### config.mk
export PLATFORM = sky130hd
export DESIGN_NAME = mac_arbiter
export DESIGN_NICKNAME = d
export VERILOG_FILES = /design/src/rtl/mac_arb_pkg.sv /design/src/rtl/mac_unit.sv /design/src/rtl/mac_arbiter.sv
export SDC_FILE = /design/constraint.sdc
export NUM_CORES = 1
export LEC_CHECK = 0
export BUFFER_PORTS_ARGS = -buffer_cell sky130_fd_sc_hd__buf_2
export CORE_ASPECT_RATIO = 0.5
export CORE_MARGIN = 3
export CORE_UTILIZATION = 35
export CTS_CLUSTER_SIZE = 24
export DETAILED_ROUTE_END_ITERATION = 10
export PLACE_DENSITY = 0.66
export SYNTH_ARGS = -nofsm -noshare
export SYNTH_HDL_FRONTEND = slang
export SYNTH_SLANG_ARGS = --single-unit
### constraint.sdc
create_clock -name clk -period 4.8 [get_ports clk]
set_input_delay 0.24 -clock clk [delete_from_list [all_inputs] [get_ports clk]]
set_output_delay 0.24 -clock clk [all_outputs]
set_load 0.01 [all_outputs]
### src/rtl/mac_arb_pkg.sv
// Shared defaults, widths and FSM encoding for the
// round-robin multiply-add arbiter.
package mac_arb_pkg;

   localparam int NUM_REQ_DEF = 4;
   localparam int DATA_W_DEF  = 8;
   localparam int ID_W        = $clog2(NUM_REQ_DEF);

   typedef enum logic [1:0] {
      IDLE = 2'd0,
      CALC = 2'd1,
      HOLD = 2'd2
   } state_t;

   function automatic int id_bits(input int n);
      return (n > 1) ? $clog2(n) : 1;
   endfunction

endpackage

### src/rtl/mac_unit.sv
// Combinational A*B+C at full precision, split into a
// truncated result and an overflow flag.
module mac_unit
   import mac_arb_pkg::*;
#(
   parameter int DATA_W = DATA_W_DEF
) (
   input  logic [DATA_W-1:0] a,
   input  logic [DATA_W-1:0] b,
   input  logic [DATA_W-1:0] c,
   output logic [DATA_W-1:0] sum,
   output logic              ovf
);

   logic [2*DATA_W-1:0] prod;
   logic [2*DATA_W:0]   full;

   assign prod = {{DATA_W{1'b0}}, a} * {{DATA_W{1'b0}}, b};
   assign full = {1'b0, prod} + {{(DATA_W+1){1'b0}}, c};
   assign sum  = full[DATA_W-1:0];
   assign ovf  = |full[2*DATA_W:DATA_W];

endmodule

### src/rtl/mac_arbiter.sv
// Round-robin arbiter sharing one multiply-add datapath,
// one operation in flight, result held until accepted.
module mac_arbiter
   import mac_arb_pkg::*;
#(
   parameter int NUM_REQ = NUM_REQ_DEF,
   parameter int DATA_W  = DATA_W_DEF,
   parameter int ID_BITS = id_bits(NUM_REQ)
) (
   input  logic                      clk,
   input  logic                      rst,
   input  logic [NUM_REQ-1:0]        req,
   input  logic [NUM_REQ*DATA_W-1:0] a_in,
   input  logic [NUM_REQ*DATA_W-1:0] b_in,
   input  logic [NUM_REQ*DATA_W-1:0] c_in,
   output logic [NUM_REQ-1:0]        gnt,
   output logic                      res_valid,
   input  logic                      res_ready,
   output logic [DATA_W-1:0]         res_data,
   output logic                      res_ovf,
   output logic [ID_BITS-1:0]        res_id,
   output logic                      busy
);

   state_t state, state_n;

   logic [ID_BITS-1:0] ptr, ptr_n;
   logic [ID_BITS-1:0] op_id, op_id_n;
   logic [DATA_W-1:0]  op_a, op_a_n;
   logic [DATA_W-1:0]  op_b, op_b_n;
   logic [DATA_W-1:0]  op_c, op_c_n;

   logic [NUM_REQ-1:0] gnt_n;
   logic               valid_n;
   logic [DATA_W-1:0]  data_n;
   logic               ovf_n;
   logic [ID_BITS-1:0] id_n;

   logic [DATA_W-1:0]  a_arr [NUM_REQ];
   logic [DATA_W-1:0]  b_arr [NUM_REQ];
   logic [DATA_W-1:0]  c_arr [NUM_REQ];

   logic [ID_BITS-1:0] win;
   logic               hit;
   int                 idx;

   logic [DATA_W-1:0]  mac_sum;
   logic               mac_ovf;

   for (genvar g = 0; g < NUM_REQ; g++) begin : g_slice
      assign a_arr[g] = a_in[g*DATA_W +: DATA_W];
      assign b_arr[g] = b_in[g*DATA_W +: DATA_W];
      assign c_arr[g] = c_in[g*DATA_W +: DATA_W];
   end

   // Scan upward from ptr with wrap; first set bit wins.
   always_comb begin
      win = '0;
      hit = 1'b0;
      idx = 0;
      for (int i = 0; i < NUM_REQ; i++) begin
         idx = int'(ptr) + i;
         if (idx >= NUM_REQ) idx = idx - NUM_REQ;
         if (!hit && req[idx]) begin
            hit = 1'b1;
            win = ID_BITS'(idx);
         end
      end
   end

   mac_unit #(
      .DATA_W (DATA_W)
   ) u_mac (
      .a   (op_a),
      .b   (op_b),
      .c   (op_c),
      .sum (mac_sum),
      .ovf (mac_ovf)
   );

   always_comb begin
      state_n = state;
      ptr_n   = ptr;
      op_id_n = op_id;
      op_a_n  = op_a;
      op_b_n  = op_b;
      op_c_n  = op_c;
      gnt_n   = '0;
      valid_n = res_valid;
      data_n  = res_data;
      ovf_n   = res_ovf;
      id_n    = res_id;
      unique case (state)
         IDLE: begin
            if (hit) begin
               op_id_n = win;
               op_a_n  = a_arr[win];
               op_b_n  = b_arr[win];
               op_c_n  = c_arr[win];
               gnt_n   = NUM_REQ'(1) << win;
               ptr_n   = (int'(win) == NUM_REQ - 1)
                         ? '0 : win + 1'b1;
               state_n = CALC;
            end
         end
         CALC: begin
            data_n  = mac_sum;
            ovf_n   = mac_ovf;
            id_n    = op_id;
            valid_n = 1'b1;
            state_n = HOLD;
         end
         HOLD: begin
            if (res_ready) begin
               valid_n = 1'b0;
               state_n = IDLE;
            end
         end
         default: state_n = IDLE;
      endcase
   end

   always_ff @(posedge clk) begin
      if (rst) begin
         state     <= IDLE;
         ptr       <= '0;
         op_id     <= '0;
         op_a      <= '0;
         op_b      <= '0;
         op_c      <= '0;
         gnt       <= '0;
         res_valid <= 1'b0;
         res_data  <= '0;
         res_ovf   <= 1'b0;
         res_id    <= '0;
      end else begin
         state     <= state_n;
         ptr       <= ptr_n;
         op_id     <= op_id_n;
         op_a      <= op_a_n;
         op_b      <= op_b_n;
         op_c      <= op_c_n;
         gnt       <= gnt_n;
         res_valid <= valid_n;
         res_data  <= data_n;
         res_ovf   <= ovf_n;
         res_id    <= id_n;
      end
   end

   assign busy = (state != IDLE);

endmodule
==> impl_metrics.ini, run 1 <==
[synth]
syn_nets = 823
ys_seq_elements = 46
synth.avg_cell_area_sq_um = 7.612
ys_types = 53
synth_ff_type = dfxtp_1
async_reset_ff_share_pct = 0
syn_inst = 635
netlist_area_sq_um = 4833
seq_area_frac_synth_pct = 19.05
ys_warn_count = 0
synth_edf_count = 0

[floorplanning]
start_util_pct = 37.00
die_h_um = 89.10
die_area_sq_um = 15340
dieWidth_um = 172.2
fp-row-count = 29
core_sq_um = 13060
io_pins = 120

[placement]
portBuffers = 119
dp.cells = 887
hpwl_um = 10340
gp_congestion = 0.8824
place_ws_ns = 0.2178

[timing]
fin_worst_skew_ns = 0.003239
worst_pin_slew_ns = 0.8632
tns_ns = 0
setup_viol = 0
slew_headroom_pct = 42.34
fin_hold_ws_ns = 0.1488
setup_ws_ns = 0.3229
rsz0062_at_grt = no
clock.fmax_mhz = 223.4
hold_viol_final = 0
timing.final.crit_share_pct = 93.27
timing.final.max_slew_violations = 0
fin_crit_ns = 4.477

[cells_and_area]
drive_above_1_share_pct = 21.79
area_growth_pct = 17.29
final_cell_mix = nand2_1 (164), buf_2 (119), inv_1 (71)
final_common_cell = nand2_1
instances_no_fill = 895
num-nets-final = 912
antenna_cells = 0

[power_and_ir_drop]
p_total_w = 0.001734
power_density_nw_per_um2 = 305.8
vdd_drop_max_mv = 0.1623
power.leakage_nw = 2.721

[global_route]
gr-total-overflow = 0
grt_pass1_vias = 4342
antenna_found_initial = 0
grt_max_degree = 40
grt_pass1_wl_um = 21440
grt_usage_pct = 17.28

[route]
avgRoutedWirePerCell_um = 14.13
antenna_left = 0
routed_wl_um = 12650
dr.pass1.iters = 4
viasPerCell = 4.958
drtIter0Drc = 215
drcViolationCount = 0
dr_total_vias = 4437

[flow_run]
drv_cap = 0

[hold_path]
hold_class = primary input to register

[cts]
clock_latency_ns = 0.29
cts_tree = built
cts_setup_buffers = 0
cts-root-buf = clkbuf_16
numClockSinks = 46
ctsHoldBuffers = 0
cts_buffer_depth = 2
ctsResizeCount = 0
cts_buffers = 5
cts_max_level = 2
clkTransAtPathRegs_ns = 0.06

[run_status]
status = finished, final reports clean

[worst_setup_path]
end_kind = register
critPathKind = register to register
startpoint_type = register
worst-endpoint-required_ns = 4.94
cp.arrival_ns = 4.62
critPathMaxFanout = 9
## state kept, by name, indices dropped and copies added (netlist names)
signal	cells
gnt	4
op_a	8
op_b	8
op_c	8
op_id	2
ptr	2
res_data	8
res_id	2
res_ovf	1
res_valid	1
state	2
## kinds of logic after synthesis
family | synth area share, %
AO/OA/AOI/OAI | 15.07
XOR/XNOR | 0.3625
adder cells (fa/ha/maj) | 28.84
buffers and inverters | 9.061
flip-flops | 19.05
multiplexers | 1.890
AND/OR/NAND/NOR | 25.73
## layout make-up
cell class	instances	area, sq um
fill	1355	7393
multi-input combinational	476	3478
sequential	46	939.7
timing repair buffer	123	625.6
inverter	72	270.3
tap	170	212.7
clock buffer	6	128.9
clock inverter	2	13.76
## synthesized netlist by cell type, types with 2 or more instances
| cell | instances | area [sq um] |
|---|---|---|
| dfxtp_1 | 46 | 920.9 |
| fa_1 | 44 | 880.8 |
| nor2b_1 | 5 | 31.28 |
| clkbuf_1 | 30 | 112.6 |
| and2_1 | 24 | 150.1 |
| inv_1 | 71 | 266.5 |
| o21a_1 | 4 | 30.03 |
| o2bb2ai_1 | 2 | 17.52 |
| buf_2 | 8 | 40.04 |
| nand3_1 | 16 | 80.08 |
| o21bai_1 | 4 | 30.03 |
| o31ai_1 | 12 | 90.09 |
| o2111ai_1 | 3 | 26.28 |
| o211ai_1 | 12 | 90.09 |
| nand2b_1 | 9 | 56.30 |
| and3_1 | 3 | 18.77 |
| nand4_1 | 3 | 18.77 |
| nor3_1 | 5 | 25.02 |
| or3b_2 | 2 | 17.52 |
| nand2_1 | 164 | 615.6 |
| nor3b_1 | 2 | 15.01 |
| mux2i_1 | 8 | 80.08 |
| nor4_1 | 4 | 25.02 |
| a221oi_1 | 3 | 26.28 |
| a21oi_1 | 37 | 185.2 |
| nor2_1 | 27 | 101.4 |
| ha_1 | 41 | 513.0 |
| buf_1 | 2 | 7.510 |
| a211oi_1 | 11 | 82.58 |
| o221ai_1 | 5 | 43.79 |
| o21ai_0 | 5 | 25.02 |
| a21o_1 | 2 | 15.01 |
## final timing paths
check | start | end | slack, ns | cells after the start
hold reg to reg | res_data[6] | res_data[6] | 0.45 | 2
setup reg to reg | op_a[2] | res_ovf | 0.32 | 18
setup / recovery | op_a[2] | res_ovf | 0.32 | 18
hold / removal | b_in[27] | op_b[3] | 0.15 | 3
## metrics by stage
step                      area, sq um  util [%]
after floorplan                  4833         -
after global placement           5504     42.14
after detailed placement         5504     42.14
after CTS                        5647     43.23
after global routing             5669     43.40
final                            5669     43.40
## worst max-delay path, stage by stage (launching register included)
cell	delay [ns]
dfxtp_2	0.42
nand2_1	0.10
fa_1	0.51
inv_1	0.05
ha_1	0.29
ha_1	0.29
inv_1	0.06
fa_1	0.46
inv_1	0.07
ha_1	0.22
inv_1	0.07
fa_1	0.38
nor2b_1	0.23
o2111ai_1	0.19
nand4b_1	0.14
o211ai_1	0.09
or4_1	0.47
nor4_1	0.18
a211oi_1	0.11
## layer usage
metal	GRT usage (%)	routed length (um)	part of all wire, %	vias up
li1	-	-	-	2253
met1	24.95	6207	49	2074
met2	27.89	5640	45	98
met3	2.606	662	5.2	12
met4	3.259	140	1.1	0
met5	0	0	0	-
## where the power goes
part           internal (W)  switching, W  total [W]
Clock              0.000194      0.000156   0.000349
Combinational      0.000354      0.000500   0.000854
Sequential         0.000449     0.0000815   0.000530
Total              0.000996      0.000737    0.00173
No activity file was read; power rests on OpenSTA's default activity.
==> inputs of run 2 (changes only) <==
--- a/config.mk
+++ b/config.mk
@@ -5,10 +5,12 @@
 export SDC_FILE = /design/constraint.sdc
 export NUM_CORES = 1
 export LEC_CHECK = 0
+export ABC_AREA = 1
 export BUFFER_PORTS_ARGS = -buffer_cell sky130_fd_sc_hd__buf_2
 export CORE_ASPECT_RATIO = 0.5
 export CORE_MARGIN = 3
 export CORE_UTILIZATION = 35
+export CTS_BUF_LIST = sky130_fd_sc_hd__clkbuf_8
 export CTS_CLUSTER_SIZE = 24
 export DETAILED_ROUTE_END_ITERATION = 10
 export PLACE_DENSITY = 0.66
==> run 2 against run 1 <==
  * Critical path depth rose by 3
  * Via count rose by 17%
  * Worst setup slack improved by 0.064 ns
  * First-iteration DRC count fell by 4.7%
  * Non-clock buffer count fell by 3
  * Highest routed layer unchanged
==> impl_metrics.ini, run 2 <==
[run_status]
status = finished, final reports clean

[flow_run]
drv_cap = 0

[cts]
cts_max_level = 2
ctsResizeCount = 0
clock_latency_ns = 0.32
numClockSinks = 46
cts-root-buf = clkbuf_8
cts_tree = built
ctsHoldBuffers = 0
cts_setup_buffers = 0
cts_buffer_depth = 2
cts_buffers = 5
clkTransAtPathRegs_ns = 0.10

[cells_and_area]
antenna_cells = 0
final_cell_area_sq_um = 6080
drive_above_1_share_pct = 14.97
final_common_cell = nand2_1
num-nets-final = 1109
area_growth_pct = 13.98
final_cell_mix = nand2_1 (272), inv_1 (168), buf_2 (119)

[synth]
syn_nets = 1022
synth_ff_type = dfxtp_1
ys_warn_count = 0
netlist_area_sq_um = 5334
seq_area_frac_synth_pct = 17.26
synth_edf_count = 0
async_reset_ff_share_pct = 0
yosys-top-cells-count = nand2_1 (272), inv_1 (167), nand3_1 (106), dfxtp_1 (46), fa_1 (44)
yosysTopAreaCell = nand2_1
synth_top_area_share_pct = 19.14
synthTopCellsByArea = nand2_1 (19%), dfxtp_1 (17%), fa_1 (17%)
synth.avg_cell_area_sq_um = 6.396
syn_inst = 834
ys_types = 31
synthMostInstantiatedCell = nand2_1
ys_seq_elements = 46

[power_and_ir_drop]
intPower_w = 0.001314
power_frac_clock_pct = 9.1
seqPwrFrac_pct = 23.3
switchingPower_w = 0.001585
power_frac_comb_pct = 67.6
power_density_nw_per_um2 = 476.9
power.leakage_nw = 3.628
vdd_drop_max_mv = 0.2732
swShare_pct = 54.67

[floorplanning]
core_sq_um = 14700
die_area_sq_um = 16850
io_pins = 120
start_util_pct = 36.28
fp-row-count = 31
dieWidth_um = 180.6
die_h_um = 93.29

[worst_setup_path]
critPathKind = register to register
cpPeakStageDelay_ns = 0.58
startpoint_type = register
worst-endpoint-required_ns = 5.04
startpoint = op_a[5]
critPathSlowestCell = dfxtp_1
cp.arrival_ns = 4.65
critPathMaxFanout = 9
end_kind = register
worst_path_most_repeated_cell = nand2_1
critPathTopFamily = adder cells
crit_chain = nand2_1 -> fa_1 -> inv_1 -> fa_1 -> inv_1 -> fa_1 -> fa_1 -> inv_1 -> ha_1 -> nand2_1 -> nand2_1 -> a21oi_1 -> nand2_1 -> nand2_1 -> nand2_1 -> nand2_1 -> nand3_1 -> nor2_1 -> nand3_1 -> nand2_1 -> inv_1
worstPathBufferInverterCount = 4
r2r-start = op_a[5]
regToRegSetupSlack_ns = 0.39

[timing]
hold_viol_final = 0
fin_worst_skew_ns = 0.01606
timing.final.max_slew_violations = 0
clock.fmax_mhz = 226.6
timing.final.crit_share_pct = 91.93
tns_ns = 0
fin_crit_ns = 4.413
rsz0062_at_grt = no
setup_viol = 0
slew_headroom_pct = 32.44
fin_hold_ws_ns = 0.09955
worst_pin_slew_ns = 1.010

[route]
dr_total_vias = 5183
avgRoutedWirePerCell_um = 11.86
viasPerCell = 4.628
dr.pass1.iters = 5
antenna_left = 0
routed_wl_um = 13290
drtIter0Drc = 205
drcViolationCount = 0

[placement]
dpl_cell_area_sq_um = 5984
hpwl_um = 10840
gp_congestion = 0.8917
portBuffers = 119

[hold_path]
hold_class = primary input to register
hp-start = res_ready

[global_route]
grt_max_degree = 59
grt_usage_pct = 15.65
gr-total-overflow = 0
antenna_found_initial = 0
grt_pass1_wl_um = 22310
grt_pass1_vias = 4969
-- run 2: cell count changes in the layout (fill, tap and decap cells not counted), sizes merged, moves of 9 or more --
cell / change
a21oi: -25
nand3b: +17
nor2: +15
and2: -24
o211ai: -12
nand3: +91
nand2: +111
o31ai: -11
inv: +102
o21ai: +10
nand2b: -9
a211oi: -11
-- run 2: metal layers --
layer	global-route usage, %	routed length, um	up-vias
li1	-	-	2686
met1	23.03	6818	2367
met2	24.84	5792	120
met3	1.865	554	10
met4	3.191	119	0
met5	0	0	-
-- run 2: final cells by class --
class                   count  area, sq um
clock buffers               6        82.58
clock inverters             2        12.51
fillers                  1520         8621
inverters                 172        645.6
multi-input cells         576         3567
flip-flops and latches     46        920.9
well taps                 198        247.7
repair buffers            120        603.1
-- run 2: metrics by stage --
| stage | power (W) | utilization [%] | cells | worst slack, ns |
|---|---|---|---|---|
| final | 0.002899 | 41.36 | 1120 | 0.3871 |
| after global routing | 0.003276 | 41.36 | 1120 | 0.01396 |
| after CTS | 0.002933 | 41.36 | 1120 | 0.3890 |
| after detailed placement | 0.002657 | 40.71 | 1112 | 0.4177 |
| after global placement | 0.002633 | 40.71 | 1112 | 0.4208 |
| after floorplan | 0.002240 | - | 834 | 0.7669 |
-- run 2: final timing paths --
path,to,depth (start not counted)
setup / recovery,res_ovf,21
hold / removal,res_valid,2
setup reg to reg,res_ovf,21
hold reg to reg,op_c[2],2
-- run 2: cell families (layout without fill, tap and decap cells) --
logic type	after synthesis	count (layout)	share of synthesized area [%]
xor gates and xnor gates	5	5	0.8212
DFF	46	46	17.26
adders and majority gates	85	85	26.13
AOI/OAI and AO/OA	36	36	3.753
and+or+nand+nor	450	450	36.17
buffers and inverters	212	300	15.86
-- run 2: power groups by stage --
| stage | registers [W] | clock network [W] | logic (W) |
|---|---|---|---|
| after floorplan | 0.000583 | 0 | 0.00166 |
| after global placement | 0.000675 | 0 | 0.00196 |
| after detailed placement | 0.000683 | 0 | 0.00197 |
| after CTS | 0.000674 | 0.000274 | 0.00198 |
| after global routing | 0.000697 | 0.000286 | 0.00229 |
| final | 0.000677 | 0.000264 | 0.00196 |
